**config.mk**
```make
export PLATFORM = sky130hd
export DESIGN_NAME = memhex_scan
export DESIGN_NICKNAME = d
export VERILOG_FILES = /design/src/rtl/memhex_scan.sv
export SDC_FILE = /design/constraint.sdc
export NUM_CORES = 1
export LEC_CHECK = 0
export CORE_MARGIN = 2
export CORE_UTILIZATION = 35
export DETAILED_ROUTE_END_ITERATION = 6
export GPL_ROUTABILITY_DRIVEN = 0
export GPL_TIMING_DRIVEN = 0
export HOLD_SLACK_MARGIN = 0.08
export SLEW_MARGIN = 20
export SYNTH_ARGS = -nofsm -noshare
export SYNTH_HDL_FRONTEND = slang
export SYNTH_SLANG_ARGS = --single-unit
```
**constraint.sdc**
```tcl
create_clock -name clk -period 4.5 [get_ports clk]
set_input_delay 0.45 -clock clk [delete_from_list [all_inputs] [get_ports clk]]
set_output_delay 0.45 -clock clk [all_outputs]
set_load 0.02 [all_outputs]
```
**src/rtl/memhex_scan.sv**
```systemverilog
// ---------------------------------------------------------------------------
// memhex_scan
// Periodically scans eight nibbles out of a shared 16x4 single-port RAM and
// presents them as a 32-bit display word. External writes to the same RAM
// always win the port; a scan simply stalls while a write is granted.
//
// Ports
//   clk       system clock, rising edge
//   reset     asynchronous, active-high reset
//   wr_req    external write request (level, held until wr_ack)
//   wr_addr   write address
//   wr_data   write nibble
//   wr_ack    write granted this cycle
//   scan_now  one-cycle pulse forcing a scan when idle
//   ram_addr  RAM address
//   ram_din   RAM write data
//   ram_we    RAM write enable
//   ram_dout  RAM read data, valid one cycle after the address
//   digits    committed display nibbles, digit i at [4i+3:4i]
//   valid     set once the first full scan has committed
//   busy      high while a scan is in progress
// ---------------------------------------------------------------------------
module memhex_scan #(
  parameter int unsigned DIV  = 50000,
  parameter logic [3:0]  BASE = 4'h0
) (
  input  logic        clk,
  input  logic        reset,
  input  logic        wr_req,
  input  logic [3:0]  wr_addr,
  input  logic [3:0]  wr_data,
  output logic        wr_ack,
  input  logic        scan_now,
  output logic [3:0]  ram_addr,
  output logic [3:0]  ram_din,
  output logic        ram_we,
  input  logic [3:0]  ram_dout,
  output logic [31:0] digits,
  output logic        valid,
  output logic        busy
);

  // Wide enough to hold DIV-1 for the largest legal DIV (2^20).
  localparam int unsigned TW = 21;
  localparam logic [TW-1:0] TICK_LAST = TW'(DIV - 1);

  typedef enum logic {IDLE, SCAN} state_t;

  state_t        state, state_next;
  logic [TW-1:0] tick;
  logic [3:0]    idx;
  logic          rd_pend;
  logic [2:0]    rd_idx;
  logic [31:0]   shadow;
  logic [31:0]   captured;
  logic          grant;
  logic          issue;
  logic          start;
  logic          commit;

  // The write port is granted combinationally; reset masks it so the RAM
  // sees no write while the block is held in reset.
  assign grant    = wr_req & ~reset;
  assign wr_ack   = grant;
  assign ram_we   = grant;
  assign ram_din  = grant ? wr_data : 4'h0;
  assign ram_addr = grant ? wr_addr : 4'(BASE + idx);
  assign busy     = (state == SCAN);

  // Shadow with the pending read merged in; used both to update the shadow
  // and, on the last capture, as the committed display word.
  always_comb begin
    captured = shadow;
    captured[{rd_idx, 2'b00} +: 4] = ram_dout;
  end

  // Next-state and scan control. A read is only issued when no write holds
  // the port; the final capture (idx 7) commits and ends the scan.
  always_comb begin
    state_next = state;
    issue      = 1'b0;
    start      = 1'b0;
    commit     = 1'b0;
    case (state)
      IDLE: begin
        if (tick == TICK_LAST || scan_now) begin
          state_next = SCAN;
          start      = 1'b1;
        end
      end
      SCAN: begin
        issue = ~wr_req & ~idx[3];
        if (rd_pend && rd_idx == 3'd7) begin
          commit     = 1'b1;
          state_next = IDLE;
        end
      end
      default: state_next = IDLE;
    endcase
  end

  // State register, tick counter and read sequencing.
  always_ff @(posedge clk or posedge reset) begin
    if (reset) begin
      state   <= IDLE;
      tick    <= '0;
      idx     <= 4'd0;
      rd_pend <= 1'b0;
      rd_idx  <= 3'd0;
    end else begin
      state   <= state_next;
      rd_pend <= issue;
      if (start) begin
        tick <= '0;
        idx  <= 4'd0;
      end else begin
        if (state == IDLE)
          tick <= tick + TW'(1);
        if (issue) begin
          idx    <= idx + 4'd1;
          rd_idx <= idx[2:0];
        end
      end
    end
  end

  // Shadow capture and atomic commit to the display word.
  always_ff @(posedge clk or posedge reset) begin
    if (reset) begin
      shadow <= 32'h0;
      digits <= 32'h0;
      valid  <= 1'b0;
    end else begin
      if (rd_pend)
        shadow <= captured;
      if (commit) begin
        digits <= captured;
        valid  <= 1'b1;
      end
    end
  end

endmodule

```
==> metrics.md, run 1 <==
| Metric | Value |
|---|---|
| Clk root buf | clkbuf_16 |
| Max frequency | 364 MHz |
| Final net count | 505 |
| Final setup violation count | 0 |
| Crit-path max cell delay | 540 ps |
| Reg2Reg Setup Slack | 1830 ps |
| Row count | 41 |
| Die height | 118 um |
| Clock Latency Late Sink | 350 ps |
| Post-Syn Area | 4550 um^2 |
| CTS tree | built |
| Max Cap Violations | 0 |
| Nature of the critical path startpoint | input pin |
| Top cell type by total area after synthesis | dfrtp_1 |
| Initial antenna violation count | 0 |
| Initial drt markers | 212 |
| Non-filler instance count after layout | 659 |
| Period Utilization, post-route | 61.1% |
| Hold Slack | 426 ps |
| Status | finished, final reports clean |
| Global route overflow | 0 |
| Clock sink total | 95 |
| Clock Pin Slew Worst Setup and Hold Paths | 70 ps |
| Synth async-reset ratio | 100% |
| Vias in the first global route | 3507 |
| Most used cell along the critical path | clkdlybuf4s50_1 |
| HP Class | input pin to asynchronous set/reset pin |
| Fin. max-slew vios | 0 |
| Number of gates resized after cts | 0 |
| Mapped Avg Cell Area | 11.0 um^2 |
| Power Density | 680 nW/um^2 |
| Clock buffer depth | 2 |
| Critical-path top delay cell | clkdlybuf4s50_1 |
| Via count | 3337 |
| Post-synth net total | 434 |
| Post-synth EDFFs | 0 |
| Initial core utilization | 35.9% |
| Post-Place Cells | 644 |
| Setup tns final | 0 ps |
| First-pass GRT wire length | 17.8 mm |
| Drt total wl | 10.4 mm |
| Synth cell count leaders | dfrtp_1, nand2_1, o21ai_0 |
| Layout cells sized above 1 | 15.2% |
| Peak VDD IR | 0.409 mV |
| Share of the core filled with cells | 44.9% |
| Sequential element share of the synthesized area | 52.3% |
| Largest net degree at the start of global routing | 82 |
| Port Buf Inserts | 59 |
| Share of the synthesized area in the top cell type | 52.3% |
| Pre-antenna DRT Iters | 4 |
| CTS Buf Count | 9 |
| WL/cell | 15.7 um |
| Hold Buf Count CTS | 0 |
| CP endpoint kind | output port |
| Post-Syn Instances | 412 |
| Vias per inst | 5.06 |
| H-tree levels | 3 |
| Synth warn | 0 |
| RSZ-0062 raised after global routing | no |
| Number of remaining DRC errors | 0 |
| Die Span X | 118 um |
| Slew at the pin closest to its max-slew limit | 743 ps |
| Diodes inserted | 0 |
| Detail Route Antenna Nets | 0 |
| Gr usage total | 15.9% |
| Pleak | 2.39 nW |
| Most frequent cell after synthesis | dfrtp_1 |
| Full die area | 13900 um^2 |
| Required @ worst endpoint | 4050 ps |
| Total core area | 12700 um^2 |
| Worst rel slew slack | 50.1% |
| Yosys cell types | 48 |
| Layout Skew | 8.99 ps |
| Post-detail-place hpwl | 7.27 mm |
| CP cell instances | clkdlybuf4s50_1 > nor2b_1 > clkbuf_1 > mux2_2 > clkdlybuf4s50_1 |
| Ports | 60 |
| Category of the most critical setup path | input pin to output port |
| Final hold viol count | 0 |
| Post-CTS Setup Repair Bufs | 0 |
| Synthesis-to-layout area growth | 25.1% |
| Minimum clock period | 2750 ps |
| Register bit total from synthesis | 95 |
| Critical Path Fanout Max | 10 |
| Synth area leaders | dfrtp_1, mux2_2, mux2i_1, nand2_1, o21ai_0 |
| Arrival time at the worst endpoint | 2300 ps |
| Main synth FF type | dfrtp_1 |
## cell type report
cell class	count	area [um^2]
fillers	1239	6980
flip-flops and latches	95	2380
multi-input cells	281	2020
repair buffers	60	618
clock buffers	10	239
well taps	172	215
plain buffers	26	114
clock inverters	5	65.1
inverters	10	42.5
## registers in the layout, indices dropped and copies added, names as in the netlist
| register | cells |
|---|---|
| digits | 32 |
| busy | 1 |
| tick | 21 |
| rd_idx | 3 |
| shadow | 32 |
| valid | 1 |
| idx | 4 |
| rd_pend | 1 |
## worst max-delay path, delay by kind of cell
| kind | cells | cell delay [ps] |
|---|---|---|
| buffers and inverters | 3 | 1340 |
| multiplexers | 1 | 380 |
| AND/OR/NAND/NOR | 1 | 130 |
## layout by cell type (no fill, tap or decap), types with 2 or more instances in the layout
cell,instances
a21oi_1,14
a22oi_1,6
and2_1,4
and3_1,3
buf_2,4
clkbuf_1,20
clkbuf_16,9
clkdlybuf4s50_1,59
dfrtp_1,95
ha_1,6
inv_1,9
inv_6,4
mux2_2,36
mux2i_1,33
nand2_1,55
nand2b_1,5
nand3_1,6
nand4_1,7
nor2_1,5
nor2_2,3
nor2b_1,2
nor3_1,3
nor4_1,5
nor4_4,2
o21ai_0,38
o21ai_1,4
o31ai_1,4
o41ai_1,3
or2_1,2
or2_2,2
or3_1,3
or4_1,3
or4_4,2
xnor2_1,6
xor2_1,5
## worst paths after layout
| path | from | endpoint | depth (start not counted) |
|---|---|---|---|
| worst min-delay path | reset | tick[5] | 2 |
| min in group clk | valid | valid | 1 |
| worst min register to register | valid | valid | 1 |
| worst max-delay path | reset | ram_addr[2] | 5 |
| max in group asynchronous | reset | digits[30] | 3 |
| worst max register to register | rd_idx[0] | shadow[19] | 7 |
## layer usage
layer  track usage, %  wire length, um  vias to the layer above
met4             4.52              120                        0
met2             26.0             4900                       71
met1             21.0             4930                     1658
met5                0                0                        -
met3             3.83              418                        8
li1                 -                -                     1600
## report_power, final
group | switching [mW] | total, mW | internal (mW)
logic | 0.786 | 1.54 | 0.751
clock network | 0.332 | 0.782 | 0.450
registers | 0.296 | 1.55 | 1.26
## cell families (layout without fill, tap and decap cells)
kind of cell | Yosys count | count (layout) | share of synthesized area (%)
AOI/OAI and AO/OA | 74 | 74 | 9.63
xor gates and xnor gates | 11 | 11 | 2.12
DFF | 95 | 95 | 52.3
buffers and inverters | 36 | 111 | 3.33
muxes | 69 | 69 | 16.2
and+or+nand+nor | 121 | 121 | 14.8
adders and majority gates | 6 | 6 | 1.65
## stage by stage
stage | setup slack, ps | area, um^2 | power (mW)
after floorplan | 1570 | 4550 | 2.53
after global placement | 56.6 | 5350 | 3.07
after detailed placement | 1720 | 5390 | 3.12
after CTS | 1720 | 5690 | 3.92
after global routing | 1610 | 5690 | 4.14
final | 1750 | 5690 | 3.87
No activity file was read; power rests on OpenSTA's default activity.
==> inputs of run 2 (changes only) <==
==> constraint.sdc (replaced) <==
create_clock -name clk -period 2.6 [get_ports clk]
set_input_delay 0.26 -clock clk [delete_from_list [all_inputs] [get_ports clk]]
set_output_delay 0.26 -clock clk [all_outputs]
set_load 0.02 [all_outputs]
==> metrics.md, run 2 (same netlist as run 1, synthesis figures left out) <==
| Metric | Value |
|---|---|
| CTS Buf Count | 9 |
| Full die area | 13900 um^2 |
| Gr usage total | 15.9% |
| HP Class | input pin to asynchronous set/reset pin |
| Max Used Layer | met4 |
| Non-filler instance count after layout | 663 |
| Required @ worst endpoint | 2830 ps |
| Global route overflow | 0 |
| Largest net degree at the start of global routing | 34 |
| Setup tns final | 0 ps |
| Final hold viol count | 0 |
| Period Utilization, post-route | 94.4% |
| Peak VDD IR | 0.536 mV |
| Crit-path max cell delay | 490 ps |
| H-tree levels | 3 |
| Power Density | 1180 nW/um^2 |
| Clock Latency Late Sink | 340 ps |
| Die height | 118 um |
| Final net count | 508 |
| Wl on met1 | 5.08 mm |
| Final setup violation count | 0 |
| Hold Buf Count CTS | 0 |
| Arrival time at the worst endpoint | 2680 ps |
| Critical Path Fanout Max | 6 |
| Clock sink total | 95 |
| Worst rel slew slack | 49.4% |
| Dpl ws | -103 ps |
| Nature of the critical path startpoint | flop |
| PnR worst setup slack | 145 ps |
| WL/cell | 15.8 um |
| Dpl cell area | 5400 um^2 |
| Design area | 5740 um^2 |
| Clk root buf | clkbuf_16 |
| Clock Pin Slew Worst Setup and Hold Paths | 70 ps |
| Met3 wire len | 281 um |
| Initial drt markers | 147 |
| Die Span X | 118 um |
| CP endpoint kind | flop |
| Diodes inserted | 0 |
| Most used cell along the critical path | ha_1 |
| Max Cap Violations | 0 |
| Max frequency | 407 MHz |
| Initial core utilization | 35.9% |
| Detail Route Antenna Nets | 0 |
| CTS tree | built |
| Row count | 41 |
| Vias per inst | 5.02 |
| Total core area | 12700 um^2 |
| Fin. max-slew vios | 0 |
| Metal2 WL | 5.00 mm |
| Drt total wl | 10.5 mm |
| Post-Place Cells | 645 |
| Slew at the pin closest to its max-slew limit | 758 ps |
| Synthesis-to-layout area growth | 26.3% |
| Via count | 3330 |
| Post-detail-place hpwl | 7.41 mm |
| Ports | 60 |
| Layout cells sized above 1 | 16.1% |
| Top flop regs | digits: 32 flops, shadow: 32 flops, tick: 21 flops |
| Initial antenna violation count | 0 |
| Clock buffer depth | 2 |
| Commonest non-fill, non-tap cell in the layout | dfrtp_1 |
| Vias in the first global route | 3473 |
| CP cell instances | inv_1 > ha_1 > ha_1 > nand2b_1 > nor4_4 > nand2_1 > mux2_2 |
| Port Buf Inserts | 59 |
| Total power | 6.77 mW |
| Hold Slack | 430 ps |
| Status | finished, final reports clean |
| Category of the most critical setup path | flop to flop |
| Critical-path top delay cell | dfrtp_2 |
| Minimum clock period | 2450 ps |
| First-pass GRT wire length | 17.9 mm |
| Pleak | 2.39 nW |
| Most frequent cells in the layout | dfrtp_1, clkdlybuf4s50_1, nand2_1, o21ai_0, mux2_2 |
| Pre-antenna DRT Iters | 4 |
| Number of remaining DRC errors | 0 |
| Layout Skew | 6.60 ps |
| Share of the core filled with cells | 45.3% |
-- run 2: final cells by class --
type	count	area [um^2]
buffer	26	114
clock buffer	12	256
clock inverter	4	53.8
fill	1224	6930
inverter	10	41.3
multi-input combinational	281	2040
sequential	95	2380
tap	172	215
timing repair buffer	63	646
-- run 2: path summary, 6_finish.rpt --
path	slack (ps)	endpoint	startpoint	depth (start not counted)
max	150	shadow[24]	rd_idx[0]	7
min	430	idx[3]	reset	2
max reg2reg	150	shadow[24]	rd_idx[0]	7
min reg2reg	470	valid	valid	1
max in group asynchronous	1560	shadow[28]	reset	3
min in group clk	470	valid	valid	1
-- run 2: timing repair --
item,in CTS,in global routing
setup endpoints to repair,4,26
buffers inserted,0,2
pin swaps,0,1
hold endpoints to repair,0,0
resized for setup,1,3
-- run 2: worst max-delay path, delay by kind of cell (launching register included) --
kind | cells | cell delay [ps]
DFF | 1 | 490
muxes | 1 | 330
adders and majority gates | 2 | 590
and+or+nand+nor | 3 | 790
buffers and inverters | 1 | 140
-- run 2: metal layers --
layer,up-vias,GRT usage (%)
met3,7,2.86
met4,0,4.37
met5,-,0
met1,1649,21.7
met2,64,25.9
li1,1610,-
-- run 2: where the power goes --
part	internal, mW	total [mW]	leakage (nW)	switching [mW]
logic	1.33	2.72	1.13	1.39
clock network	0.800	1.36	0.145	0.560
registers	2.18	2.69	1.12	0.513
total	4.31	6.77	2.39	2.47
==> inputs of run 3 (changes only) <==
==> constraint.sdc (replaced) <==
create_clock -name clk -period 2.6 [get_ports clk]
set_input_delay 0.26 -clock clk [delete_from_list [all_inputs] [get_ports clk]]
set_output_delay 0.26 -clock clk [all_outputs]
set_load 0.005 [all_outputs]
==> results of run 3 <==
Same layout as run 2 (identical final DEF). Status: finished, final reports clean.
Among the figures that moved: total power 6.77 mW -> 6.45 mW; worst IR drop on VDD 0.536 mV -> 0.498 mV
